**config.mk**
```make
export PLATFORM = sky130hd
export DESIGN_NAME = mem_switcher
export DESIGN_NICKNAME = d
export VERILOG_FILES = /design/src/rtl/pcpu_mem_pkg.sv /design/src/rtl/bus_watchdog.sv /design/src/rtl/mem_switcher.sv
export SDC_FILE = /design/constraint.sdc
export NUM_CORES = 1
export LEC_CHECK = 0
export CORE_AREA = 5 5 97 99
export DETAILED_ROUTE_END_ITERATION = 6
export DIE_AREA = 0 0 102 104
export PLACE_DENSITY = 0.75
export SKIP_CTS_REPAIR_TIMING = 1
export SYNTH_ARGS = -nofsm -noshare
export SYNTH_HDL_FRONTEND = slang
export SYNTH_SLANG_ARGS = --single-unit
export TNS_END_PERCENT = 20
```
**constraint.sdc**
```tcl
create_clock -name clk -period 1.9 [get_ports clk]
set_input_delay 0.285 -clock clk [delete_from_list [all_inputs] [get_ports clk]]
set_output_delay 0.285 -clock clk [all_outputs]
set_load 0.02 [all_outputs]
```
**src/rtl/pcpu_mem_pkg.sv**
```systemverilog
// Shared types and constants for the memory sequencer that arbitrates the
// external memory bus between instruction fetch and decoder data accesses.
package pcpu_mem_pkg;

  // Width of the bus timeout counter
  localparam int MSW_TO_W = 8;

  // Default number of cycles to wait for m_ack before aborting
  localparam int MSW_TIMEOUT_DEF = 255;

  // Read data returned when a transaction is aborted by the watchdog;
  // users slice off the low DATA_W bits
  localparam logic [63:0] MSW_ERR_DATA = '1;

  typedef enum logic [2:0] {
    MSW_IDLE  = 3'd0,
    MSW_FETCH = 3'd1,
    MSW_DRD   = 3'd2,
    MSW_DWR   = 3'd3,
    MSW_RDONE = 3'd4
  } msw_state_t;

  // True in the states that own the bus and wait for m_ack
  function automatic logic msw_is_bus(input msw_state_t s);
    return (s == MSW_FETCH) || (s == MSW_DRD) || (s == MSW_DWR);
  endfunction

endpackage

```
**src/rtl/bus_watchdog.sv**
```systemverilog
// Cycle counter that flags a bus transaction which has waited too long for
// its acknowledge. Cleared whenever the sequencer is not on the bus.
module bus_watchdog
  import pcpu_mem_pkg::*;
#(
  parameter int TIMEOUT = MSW_TIMEOUT_DEF
) (
  input  logic clk,
  input  logic rst_n,
  input  logic clr,
  input  logic en,
  output logic expired
);

  // The count equals the number of completed wait cycles; the abort fires in
  // the cycle whose increment would bring it to TIMEOUT, so the sequencer is
  // back out of the bus state exactly TIMEOUT cycles after it entered.
  localparam logic [MSW_TO_W-1:0] LAST_CNT = MSW_TO_W'(TIMEOUT - 1);

  logic [MSW_TO_W-1:0] cnt_q;
  logic [MSW_TO_W-1:0] cnt_d;

  // Next count: clear has priority, otherwise count enabled wait cycles
  always_comb begin
    cnt_d = cnt_q;
    if (clr) begin
      cnt_d = '0;
    end else if (en) begin
      cnt_d = cnt_q + 1'b1;
    end
  end

  // Counter register
  always_ff @(posedge clk or negedge rst_n) begin
    if (!rst_n) begin
      cnt_q <= '0;
    end else begin
      cnt_q <= cnt_d;
    end
  end

  assign expired = en && (cnt_q == LAST_CNT);

endmodule

```
**src/rtl/mem_switcher.sv**
```systemverilog
// Single-port memory sequencer. Shares one external req/ack bus between the
// fetch unit and the decoder's load/store accesses. Data requests win over
// fetch; a simultaneous read and write is handled as a read. The decoder
// holds while mem_busy is high; reads finish with a one-cycle mem_ready,
// fetches with a one-cycle f_valid.
//
// Bus handshake: m_req rises the cycle after a request is accepted and stays
// high, with m_addr/m_wdata/m_we constant, up to and including the cycle in
// which m_ack is seen high; m_req drops on the following cycle. An m_ack
// outside a bus cycle is ignored. If no ack arrives within TIMEOUT cycles the
// transaction is aborted, bus_err latches high until reset, and the requester
// is completed with all-ones data.
module mem_switcher
  import pcpu_mem_pkg::*;
#(
  parameter int ADDR_W  = 16,
  parameter int DATA_W  = 16,
  parameter int TIMEOUT = MSW_TIMEOUT_DEF
) (
  input  logic              clk,
  input  logic              rst_n,
  // decoder data port
  input  logic              d_read,
  input  logic              d_write,
  input  logic [ADDR_W-1:0] d_addr,
  input  logic [DATA_W-1:0] d_wdata,
  output logic [DATA_W-1:0] d_rdata,
  output logic              mem_busy,
  output logic              mem_ready,
  // fetch port
  input  logic              f_req,
  input  logic [ADDR_W-1:0] f_addr,
  output logic [DATA_W-1:0] f_data,
  output logic              f_valid,
  // external memory bus
  output logic              m_req,
  output logic              m_we,
  output logic [ADDR_W-1:0] m_addr,
  output logic [DATA_W-1:0] m_wdata,
  input  logic [DATA_W-1:0] m_rdata,
  input  logic              m_ack,
  // status
  output logic              bus_err,
  output logic [2:0]        dbg_state
);

  localparam logic [DATA_W-1:0] ERR_DATA = MSW_ERR_DATA[DATA_W-1:0];

  msw_state_t        state_q;
  logic              m_req_q;
  logic              m_we_q;
  logic [ADDR_W-1:0] m_addr_q;
  logic [DATA_W-1:0] m_wdata_q;
  logic [DATA_W-1:0] d_rdata_q;
  logic [DATA_W-1:0] f_data_q;
  logic              mem_busy_q;
  logic              mem_ready_q;
  logic              f_valid_q;
  logic              bus_err_q;

  logic              in_bus;
  logic              wd_expired;
  logic              done;
  logic [DATA_W-1:0] rd_val;

  assign in_bus = msw_is_bus(state_q);
  // An ack always wins over an abort in the same cycle
  assign done   = in_bus && (m_ack || wd_expired);
  assign rd_val = m_ack ? m_rdata : ERR_DATA;

  bus_watchdog #(
    .TIMEOUT (TIMEOUT)
  ) u_watchdog (
    .clk     (clk),
    .rst_n   (rst_n),
    .clr     (!in_bus),
    .en      (in_bus && !m_ack),
    .expired (wd_expired)
  );

  // Sequencer FSM with all bus, data and status outputs registered
  always_ff @(posedge clk or negedge rst_n) begin
    if (!rst_n) begin
      state_q     <= MSW_IDLE;
      m_req_q     <= 1'b0;
      m_we_q      <= 1'b0;
      m_addr_q    <= '0;
      m_wdata_q   <= '0;
      d_rdata_q   <= '0;
      f_data_q    <= '0;
      mem_busy_q  <= 1'b0;
      mem_ready_q <= 1'b0;
      f_valid_q   <= 1'b0;
      bus_err_q   <= 1'b0;
    end else begin
      // completion pulses last a single cycle
      mem_ready_q <= 1'b0;
      f_valid_q   <= 1'b0;

      case (state_q)
        MSW_IDLE: begin
          if (d_read) begin
            state_q    <= MSW_DRD;
            m_req_q    <= 1'b1;
            m_we_q     <= 1'b0;
            m_addr_q   <= d_addr;
            mem_busy_q <= 1'b1;
          end else if (d_write) begin
            state_q    <= MSW_DWR;
            m_req_q    <= 1'b1;
            m_we_q     <= 1'b1;
            m_addr_q   <= d_addr;
            m_wdata_q  <= d_wdata;
            mem_busy_q <= 1'b1;
          end else if (f_req) begin
            state_q    <= MSW_FETCH;
            m_req_q    <= 1'b1;
            m_we_q     <= 1'b0;
            m_addr_q   <= f_addr;
            mem_busy_q <= 1'b1;
          end
        end

        MSW_FETCH, MSW_DRD, MSW_DWR: begin
          if (done) begin
            m_req_q    <= 1'b0;
            m_we_q     <= 1'b0;
            mem_busy_q <= 1'b0;
            if (!m_ack) begin
              bus_err_q <= 1'b1;
            end
            if (state_q == MSW_DRD) begin
              d_rdata_q   <= rd_val;
              mem_ready_q <= 1'b1;
              state_q     <= MSW_RDONE;
            end else if (state_q == MSW_FETCH) begin
              f_data_q  <= rd_val;
              f_valid_q <= 1'b1;
              state_q   <= MSW_IDLE;
            end else begin
              // writes complete silently; the decoder already moved on
              state_q <= MSW_IDLE;
            end
          end
        end

        MSW_RDONE: begin
          state_q <= MSW_IDLE;
        end

        default: begin
          state_q    <= MSW_IDLE;
          m_req_q    <= 1'b0;
          m_we_q     <= 1'b0;
          mem_busy_q <= 1'b0;
        end
      endcase
    end
  end

  assign m_req     = m_req_q;
  assign m_we      = m_we_q;
  assign m_addr    = m_addr_q;
  assign m_wdata   = m_wdata_q;
  assign d_rdata   = d_rdata_q;
  assign f_data    = f_data_q;
  assign mem_busy  = mem_busy_q;
  assign mem_ready = mem_ready_q;
  assign f_valid   = f_valid_q;
  assign bus_err   = bus_err_q;
  assign dbg_state = state_q;

endmodule

```
==> Yosys cells after proc, flatten, opt, wreduce, memory -nomap -nowiden <==
Index checks and enable logic that the tools add are counted.
{ "word_totals": {"ff_bits": 80, "in_bits": 70, "output_inout_bits": 73, "wordCells": 69} }
{ "op_classes": {"n_addsub": 1, "n_eq_ne": 8, "n_mux": 28, "bitwise": 4, "n_reduce_logical": 17} }
{ "op_table": {"columns": ["cell", "n"], "rows": [
  ["2-to-1 mux 16 bit", 4],
  ["2-to-1 mux 8 bit", 2],
  ["2-to-1 mux 3 bit", 5],
  ["2-to-1 mux 1 bit", 14],
  ["AND reduction 3 bit", 4],
  ["adder 8 x 1 -> 8 bit (second input constant)", 1],
  ["equality test 8 bit (second input constant)", 1],
  ["equality test 3 x 2 -> 1 bit (second input constant)", 2],
  ["one-hot mux 1 bit (3 select lines)", 2],
  ["one-hot mux 3 bit (2 select lines)", 1],
  ["!= test 4 bit (second input constant)", 1],
  ["NOT 1 bit", 4],
  ["AND reduction 2 bit", 2],
  ["AND reduction 4 bit", 1],
  ["equality test 3 x 1 -> 1 bit (second input constant)", 1],
  ["equality test 3 bit (second input constant)", 1],
  ["logical AND 1 bit", 3],
  ["logical NOT 3 bit", 1],
  ["logical OR 1 bit", 3],
  ["nonzero test 3 bit", 1],
  ["OR reduction 3 bit", 1],
  ["!= test 2 x 1 -> 1 bit (second input constant)", 1],
  ["!= test 2 bit (second input constant)", 1],
  ["logical NOT 1 bit", 1]
]} }

==> Depth between registers and ports, before layout <==
Gate-level depths: netlist of the first run.
{ "depth": {"ltp_word": 9, "depth_mapped": 8, "mapped_depth_nobuf": 6} }

==> Cells and area by module <==
From an unflattened synthesis of the first run, not the netlist that was laid out.
{ "hier_totals": {"hier_cells": 235, "hier_area_um2": 3353.2} }
{ "by_module_without_submodules": {"columns": ["module", "n_inst", "cells_per_inst", "area_per_inst_um2", "seq_area_each_um2"], "rows": [
  ["mem_switcher", 1, 194, 2941.6, 1801.7],
  ["bus_watchdog", 1, 41, 411.6, 200.2]
]} }

==> Least setup slack after synthesis of the first run <==
No wires, ideal clock.
{ "synth_path": {"path_type": "register to register", "from": "reg state_q[0], in the netlist dbg_state[0]", "to": "reg d_rdata_q[10], in the netlist d_rdata[10]", "setup_ps": 121, "arrival_ps": 1532, "required_time_ps": 1779, "slack_ps": 247, "path_stages_with_launch": 8, "n_path_buf": 3, "period_less_slack_ps": 1653, "cell_sequence": "dfrtp_1 buf_6 o21bai_4 nor3_4 o21a_1 buf_6 buf_8 o22a_1"} }
{ "synth_between": {"elab_chain_len": 8, "word_cells_on_any_way": 11, "cone_classes": "eq/ne: 3; reduce/logical: 8"} }
{ "synth_lines": {"columns": ["item", "line", "source"], "rows": [
  ["start: declaration", "mem_switcher.sv:49", "msw_state_t state_q;"],
  ["start signal: assignment", "mem_switcher.sv:84", "state_q <= MSW_IDLE;"],
  ["start signal: assignment", "mem_switcher.sv:103", "state_q <= MSW_DRD;"],
  ["start signal: assignment", "mem_switcher.sv:109", "state_q <= MSW_DWR;"],
  ["equality test 3 x 1 -> 1 bit or equality test 3 x 2 -> 1 bit (tied branches)", "pcpu_mem_pkg.sv:25, mem_switcher.sv:100, mem_switcher.sv:132", null],
  ["logical OR 1 bit (2 in series)", "pcpu_mem_pkg.sv:25", "return (s == MSW_FETCH) || (s == MSW_DRD) || (s == MSW_DWR);"],
  ["logical AND 1 bit", "mem_switcher.sv:77", ".en (in_bus && !m_ack),"],
  ["logical AND 1 bit", "bus_watchdog.sv:42", "assign expired = en && (cnt_q == LAST_CNT);"],
  ["logical OR 1 bit", "mem_switcher.sv:68", "assign done = in_bus && (m_ack || wd_expired);"],
  ["logical AND 1 bit", "mem_switcher.sv:68", null],
  ["AND reduction 3 bit (no line) (*)", null, null],
  ["end signal: assignment", "mem_switcher.sv:133", "d_rdata_q <= rd_val;"],
  ["end: declaration", "mem_switcher.sv:54", "logic [DATA_W-1:0] d_rdata_q;"]
]} }
Every way passes the cells marked *; elsewhere a longest branch is shown, timed or not.
A chain may end at the register's enable or synchronous reset.

==> Worst setup path in the final report of the first run <==
{ "layout_path": {"from": "reg state_q[0], in the netlist dbg_state[0]", "to": "out dbg_state[0]"} }
{ "layout_lines": {"columns": ["item", "line", "source"], "rows": [
  ["end: declaration", "mem_switcher.sv:44", "output logic [2:0] dbg_state"]
]} }
No word-level cell between the ends.

==> impl_metrics.tcl, run 1 <==
set metrics [dict create \
    path_clk_slew_ps 90 \
    cp_slowest_cell "clkdlybuf4s50_1" \
    worst_pin_slew_ps 496.6 \
    cts_buffers 9 \
    path_buf_inv 1 \
    synth_edf_count 0 \
    synthArstFlopShare 1.000 \
    ir_worst_vdd_mv 0.9489 \
    core.rowCount 34 \
    core_area_um2 8466 \
    max_stage_delay_ps 660 \
    slew_violations 0 \
    yosys.area.top_type "dfrtp_1" \
    drv_cap 0 \
    start_util 0.3877 \
    use_met2 0.2660 \
    ys_types 35 \
    clk_root_buffer_cell "clkbuf_8" \
    num_antenna_cells 0 \
    area_growth_pct 53.11 \
    powerDensity_nw_per_um2 1624 \
    first_pass_iters 4 \
    drt_wl_total_um 8200 \
    dp.cells 498 \
    syn_nets 324 \
    nNetsFinal 474 \
    post-route-util 0.5936 \
    final_cell_count_no_fill 515 \
    rsz0062_at_grt "false" \
    finalHoldViolations 0 \
    io_pins 143 \
    synth_flop_cell "dfrtp_1" \
    drive_above_1_share 0.1278 \
    grt_max_degree 44 \
    cp-end-kind "output pin" \
    cts-htree-levels 3 \
    grt_pass1_vias 2788 \
    yosys-top-cells-area "dfrtp_1 61%, o22a_1 8.8%, mux2_2 5.5%, mux2i_1 4.9%, o21ai_0 3.0%" \
    drcViolationCount 0 \
    hold_path_class "in2async" \
    crit_type "reg2out" \
    drt_iter0_markers 77 \
    grt_use_met1 0.1847 \
    r2r-start "u_watchdog.cnt_q[0]$_DFFE_PN0P_" \
    skew_ps 12.59 \
    period_minus_slack_ps 1768 \
    busiest_layer "met2" \
    cts_sinks 80 \
    netlist_instances 252 \
    path_max_fanout 9 \
    syn_area_um2 3282 \
    clockBufferDepth 2 \
    antenna_found_initial 0 \
    die_h_um 104 \
    grt_pass1_wl_um 13400 \
    min_period_over_period 0.9306 \
    ant_nets 0 \
    vias_per_cell 4.887 \
    synth_seq_cells 80 \
    slew_headroom 0.6689 \
    setup_viol 0 \
    p_leak_nw 2.099 \
    synth_warnings 0 \
    fill_cells 714 \
    cts_tree "built" \
    seqCellArea_um2 2004 \
    worstSkewPairLatency_ps 340 \
    critPathLaunchType "flip-flop" \
    grt_use_total 0.1576 \
    critPathTopFamily "buffers and inverters" \
    syn_area_per_cell_um2 13.02 \
    gp_congestion 0.7447 \
    cp.arrival_ps 1480 \
    grt.overflow.total 0 \
    worstPathCellList "clkdlybuf4s50_1" \
    status "complete, no violations" \
    fmax_mhz 565.6 \
    vias 2517 \
    synth_top_area_share 0.6100 \
    ys_seq_area_frac 0.6100 \
    dp_hpwl_um 6121 \
    cp.required_ps 1620 \
    design.die.area_um2 10610 \
    grtUsageMet3 0.06036 \
    die_w_um 102 \
    multiInputGateArea_um2 1150 \
    detail_route.wl_per_cell_um 15.92 \
    startpoint "dbg_state[0]$_DFFE_PN0P_" \
    numPortBuffers 142 \
]
-- synth_stat cells, types with 2 or more instances --
| cell type | count |
|---|---|
| dfrtp_1 | 80 |
| a21o_1 | 2 |
| o21ai_0 | 20 |
| o22a_1 | 33 |
| buf_6 | 3 |
| nand4_1 | 2 |
| nor2_1 | 9 |
| clkbuf_1 | 3 |
| buf_4 | 3 |
| buf_2 | 4 |
| mux2_2 | 16 |
| nor3b_1 | 2 |
| inv_1 | 4 |
| or3_1 | 2 |
| ha_1 | 2 |
| o21a_1 | 3 |
| mux2i_1 | 16 |
| nor3_1 | 2 |
| xor2_1 | 4 |
| nand2_1 | 22 |
| a21oi_1 | 5 |
| buf_8 | 2 |
-- cells by family (layout without fill, tap and decap cells) --
family                     after synthesis  in the layout  synth area share
AOI/OAI and AO/OA                       67             67            0.1517
xor gates and xnor gates                 5              5           0.01334
adders and majority gates                2              2          0.007624
buffers and inverters                   19            174           0.04041
DFF                                     80             80            0.6100
muxes                                   32             32            0.1037
and+or+nand+nor                         47             47           0.07320
-- final timing paths --
path                                            end  slack [ps]  depth (start not counted)
hold / removal              d_rdata[15]$_DFFE_PN0P_         440                          2
setup / recovery                       dbg_state[0]         130                          1
max in group asynchronous  dbg_state[0]$_DFFE_PN0P_         830                          3
hold reg to reg                 bus_err$_DFFE_PN0P_         470                          1
setup reg to reg             d_rdata[0]$_DFFE_PN0P_         240                          6
min in group clk                bus_err$_DFFE_PN0P_         470                          1
-- flip-flops by register name, summed over array words and instances, names as in the netlist --
name,cells
f_data,16
m_we,1
u_watchdog.cnt_q,8
dbg_state,3
m_wdata,16
d_rdata,16
f_valid,1
mem_busy,1
mem_ready,1
m_addr,16
bus_err,1
-- routing by layer --
| layer | vias up | part of all wire | wire length (um) |
|---|---|---|---|
| li1 | 1206 | - | - |
| met1 | 1220 | 0.40 | 3246 |
| met2 | 82 | 0.50 | 4116 |
| met3 | 9 | 0.093 | 760 |
| met4 | 0 | 0.0094 | 77 |
| met5 | - | 0 | 0 |
-- stage by stage --
stage / TNS, ps / area [um^2] / hold slack [ps] / setup WS (ps) / total power, mW
2_1_floorplan: 0 / 3282 / -10.59 / 247.0 / 5.098
3_3_place_gp: 0 / 4838 / 274.4 / 114.7 / 7.022
3_5_place_dp: 0 / 4838 / 283.6 / 18.20 / 7.141
4_1_cts: -31.54 / 5010 / -101.4 / -10.74 / 8.266
5_1_grt: 0 / 5025 / 494.9 / 79.36 / 8.672
6_report: 0 / 5025 / 436.5 / 131.8 / 8.159
-- power by group --
| part | internal [mW] | switching [mW] | total [mW] |
|---|---|---|---|
| Sequential | 2.46 | 0.455 | 2.92 |
| Clock | 0.474 | 0.624 | 1.10 |
| Combinational | 2.15 | 1.99 | 4.14 |
-- cell type report --
cell class | instances | share of cell area
multi-input combinational | 153 | 0.2288
clock buffer | 9 | 0.02465
inverter | 4 | 0.002988
sequential | 80 | 0.3989
tap | 108 | 0.02689
clock inverter | 7 | 0.009462
timing repair buffer | 154 | 0.3083
-- cells in the final DEF (no fill, tap or decap), drive strengths merged, types with 4 or more instances in the layout --
| cell | count |
|---|---|
| inv | 5 |
| buf | 12 |
| clkdlybuf4s50 | 141 |
| o22a | 33 |
| o21ai | 20 |
| mux2i | 16 |
| a21oi | 5 |
| dfrtp | 80 |
| nand2 | 22 |
| clkinv | 4 |
| xor2 | 4 |
| mux2 | 16 |
| clkbuf | 9 |
| nor2 | 10 |
(Power assumes the default switching activity.)
==> run 2: changes to the inputs <==
--- a/config.mk
+++ b/config.mk
@@ -9,7 +9,9 @@
 export DETAILED_ROUTE_END_ITERATION = 6
 export DIE_AREA = 0 0 102 104
 export PLACE_DENSITY = 0.75
+export RECOVER_POWER = 50
 export SKIP_CTS_REPAIR_TIMING = 1
+export SLEW_MARGIN = 20
 export SYNTH_ARGS = -nofsm -noshare
 export SYNTH_HDL_FRONTEND = slang
 export SYNTH_SLANG_ARGS = --single-unit
==> run 2 against run 1 <==
Against the previous run:
- non-clock buffer count unchanged
- via count increased by 0.60%
- critical path depth unchanged
- routed wire length increased by 0.32%
- clock skew about the same
- sequential power about the same
- maximum frequency about the same
- hold slack improved by 38 ps
- core utilization decreased by 0.53 points
- clock power about the same
- highest routed layer unchanged
==> impl_metrics.tcl, run 2 (synthesized netlist as in run 1, its figures left out) <==
set metrics [dict create \
    max_stage_delay_ps 660 \
    dp.cells 498 \
    final_cell_count_no_fill 515 \
    r2r_slack_ps 240 \
    finalHoldViolations 0 \
    path_buf_inv 1 \
    area_growth_pct 51.73 \
    cts_buffers 9 \
    vias 2532 \
    nNetsFinal 474 \
    worst_pin_slew_ps 941.2 \
    drive_above_1_share 0.1253 \
    finalSetupTns_ps 0 \
    cp.required_ps 1620 \
    worstHoldStart "bus_err$_DFFE_PN0P_" \
    setup_viol 0 \
    grt_use_total 0.1576 \
    p_comb_frac 0.503 \
    r2r-start "u_watchdog.cnt_q[0]$_DFFE_PN0P_" \
    path_max_fanout 9 \
    powerDensity_nw_per_um2 1624 \
    cp.arrival_ps 1480 \
    worst_slack_ps 131.8 \
    dp_hpwl_um 6121 \
    pre_cts_slack_ps 18.20 \
    hold_path_class "reg2reg" \
    vias_per_cell 4.917 \
    skew_ps 12.81 \
    design_area_um2 4980 \
    grt_use_met1 0.1847 \
    rsz0062_at_grt "false" \
    detail_route.wl_per_cell_um 15.97 \
    cts_sinks 80 \
    use_met2 0.2660 \
    clk_root_buffer_cell "clkbuf_8" \
    drcViolationCount 0 \
    num_antenna_cells 0 \
    startpoint "dbg_state[0]$_DFFE_PN0P_" \
    cp-endpoint "dbg_state[0]" \
    seqPwrFrac 0.361 \
    antenna_found_initial 0 \
    grtUsageMet3 0.06036 \
    cts-htree-levels 3 \
    ir_worst_vdd_mv 0.9487 \
    post-route-util 0.5882 \
    core.rowCount 34 \
    cp.depth 1 \
    gp_congestion 0.7447 \
    dpl_cell_area_um2 4838 \
    period_minus_slack_ps 1768 \
    drt_wl_total_um 8226 \
    grt_max_degree 44 \
    critPathTopFamily "buffers and inverters" \
    critPathLaunchType "flip-flop" \
    slew_headroom 0.3725 \
    ant_nets 0 \
    worstSkewPairLatency_ps 340 \
    fmax_mhz 565.6 \
    layout_common_cells "139 x clkdlybuf4s50_1, 78 x dfrtp_1, 33 x o22a_1, 22 x nand2_1, 20 x o21ai_0" \
    status "complete, no violations" \
    power.internal_mw 5.023 \
    busiest_layer "met2" \
    core_area_um2 8466 \
    swShare 0.3788 \
    reg2reg_to "d_rdata[0]$_DFFE_PN0P_" \
    finalPower_mw 8.087 \
    die_h_um 104 \
    worstPathCellList "clkdlybuf4s50_1" \
    numPortBuffers 142 \
    cts_tree "built" \
    final_common_cell "clkdlybuf4s50_1" \
    start_util 0.3877 \
    slew_violations 0 \
    grt.overflow.total 0 \
    clockBufferDepth 2 \
    drt_iter0_markers 70 \
    die_w_um 102 \
    first_pass_iters 4 \
    r2r_cells 6 \
    min_period_over_period 0.9306 \
    cp-end-kind "output pin" \
    design.die.area_um2 10610 \
    crit_type "reg2out" \
    power_switching_mw 3.064 \
    path_clk_slew_ps 80 \
    cp_slowest_cell "clkdlybuf4s50_1" \
    drv_cap 0 \
    p_leak_nw 2.079 \
    p_clk_frac 0.136 \
    whs_ps 474.6 \
    grt_pass1_wl_um 13400 \
    io_pins 143 \
    grt_pass1_vias 2788 \
]
[run 2: cell types whose count changed in the layout (fill, tap and decap cells not counted)]
cell	delta
buf_2	+1
dlygate4sd3_1	+2
clkbuf_2	+2
buf_6	+1
buf_4	-2
clkdlybuf4s50_1	-2
clkbuf_1	+1
buf_12	-3
[run 2: final cells by class]
type,instances,area (um^2)
fill,719,3486
sequential,80,2004
timing repair buffer,154,1504
multi-input combinational,153,1150
tap,108,135.1
clock buffer,9,123.9
clock inverter,7,47.55
inverter,4,15.01
[run 2: power by group through the flow]
stage | clock network [mW] | registers (mW) | logic, mW
final | 1.10 | 2.92 | 4.07
after global routing | 1.22 | 3.02 | 4.36
after CTS | 1.14 | 2.92 | 4.21
after detailed placement | 0 | 2.94 | 4.20
after global placement | 0 | 2.92 | 4.10
after floorplan | 0 | 3.79 | 1.31
[run 2: per-layer routing]
metal,wire (um),vias to the layer above,share of wire
met3,757,9,0.092
met1,3239,1236,0.39
met5,0,-,0
met2,4152,80,0.50
li1,-,1207,-
met4,77,0,0.0094
[run 2: worst min path at each step]
stage               cells past startpoint                 endpoint  slack, ps
global placement                        1  d_rdata[15]$_DFFE_PN0P_        270
floorplan                               0      bus_err$_DFFE_PN0P_        -10
finish                                  1      bus_err$_DFFE_PN0P_        470
detailed placement                      1  d_rdata[15]$_DFFE_PN0P_        280
global route                            1      bus_err$_DFFE_PN0P_        500
CTS                                     1  d_rdata[15]$_DFFE_PN0P_       -100
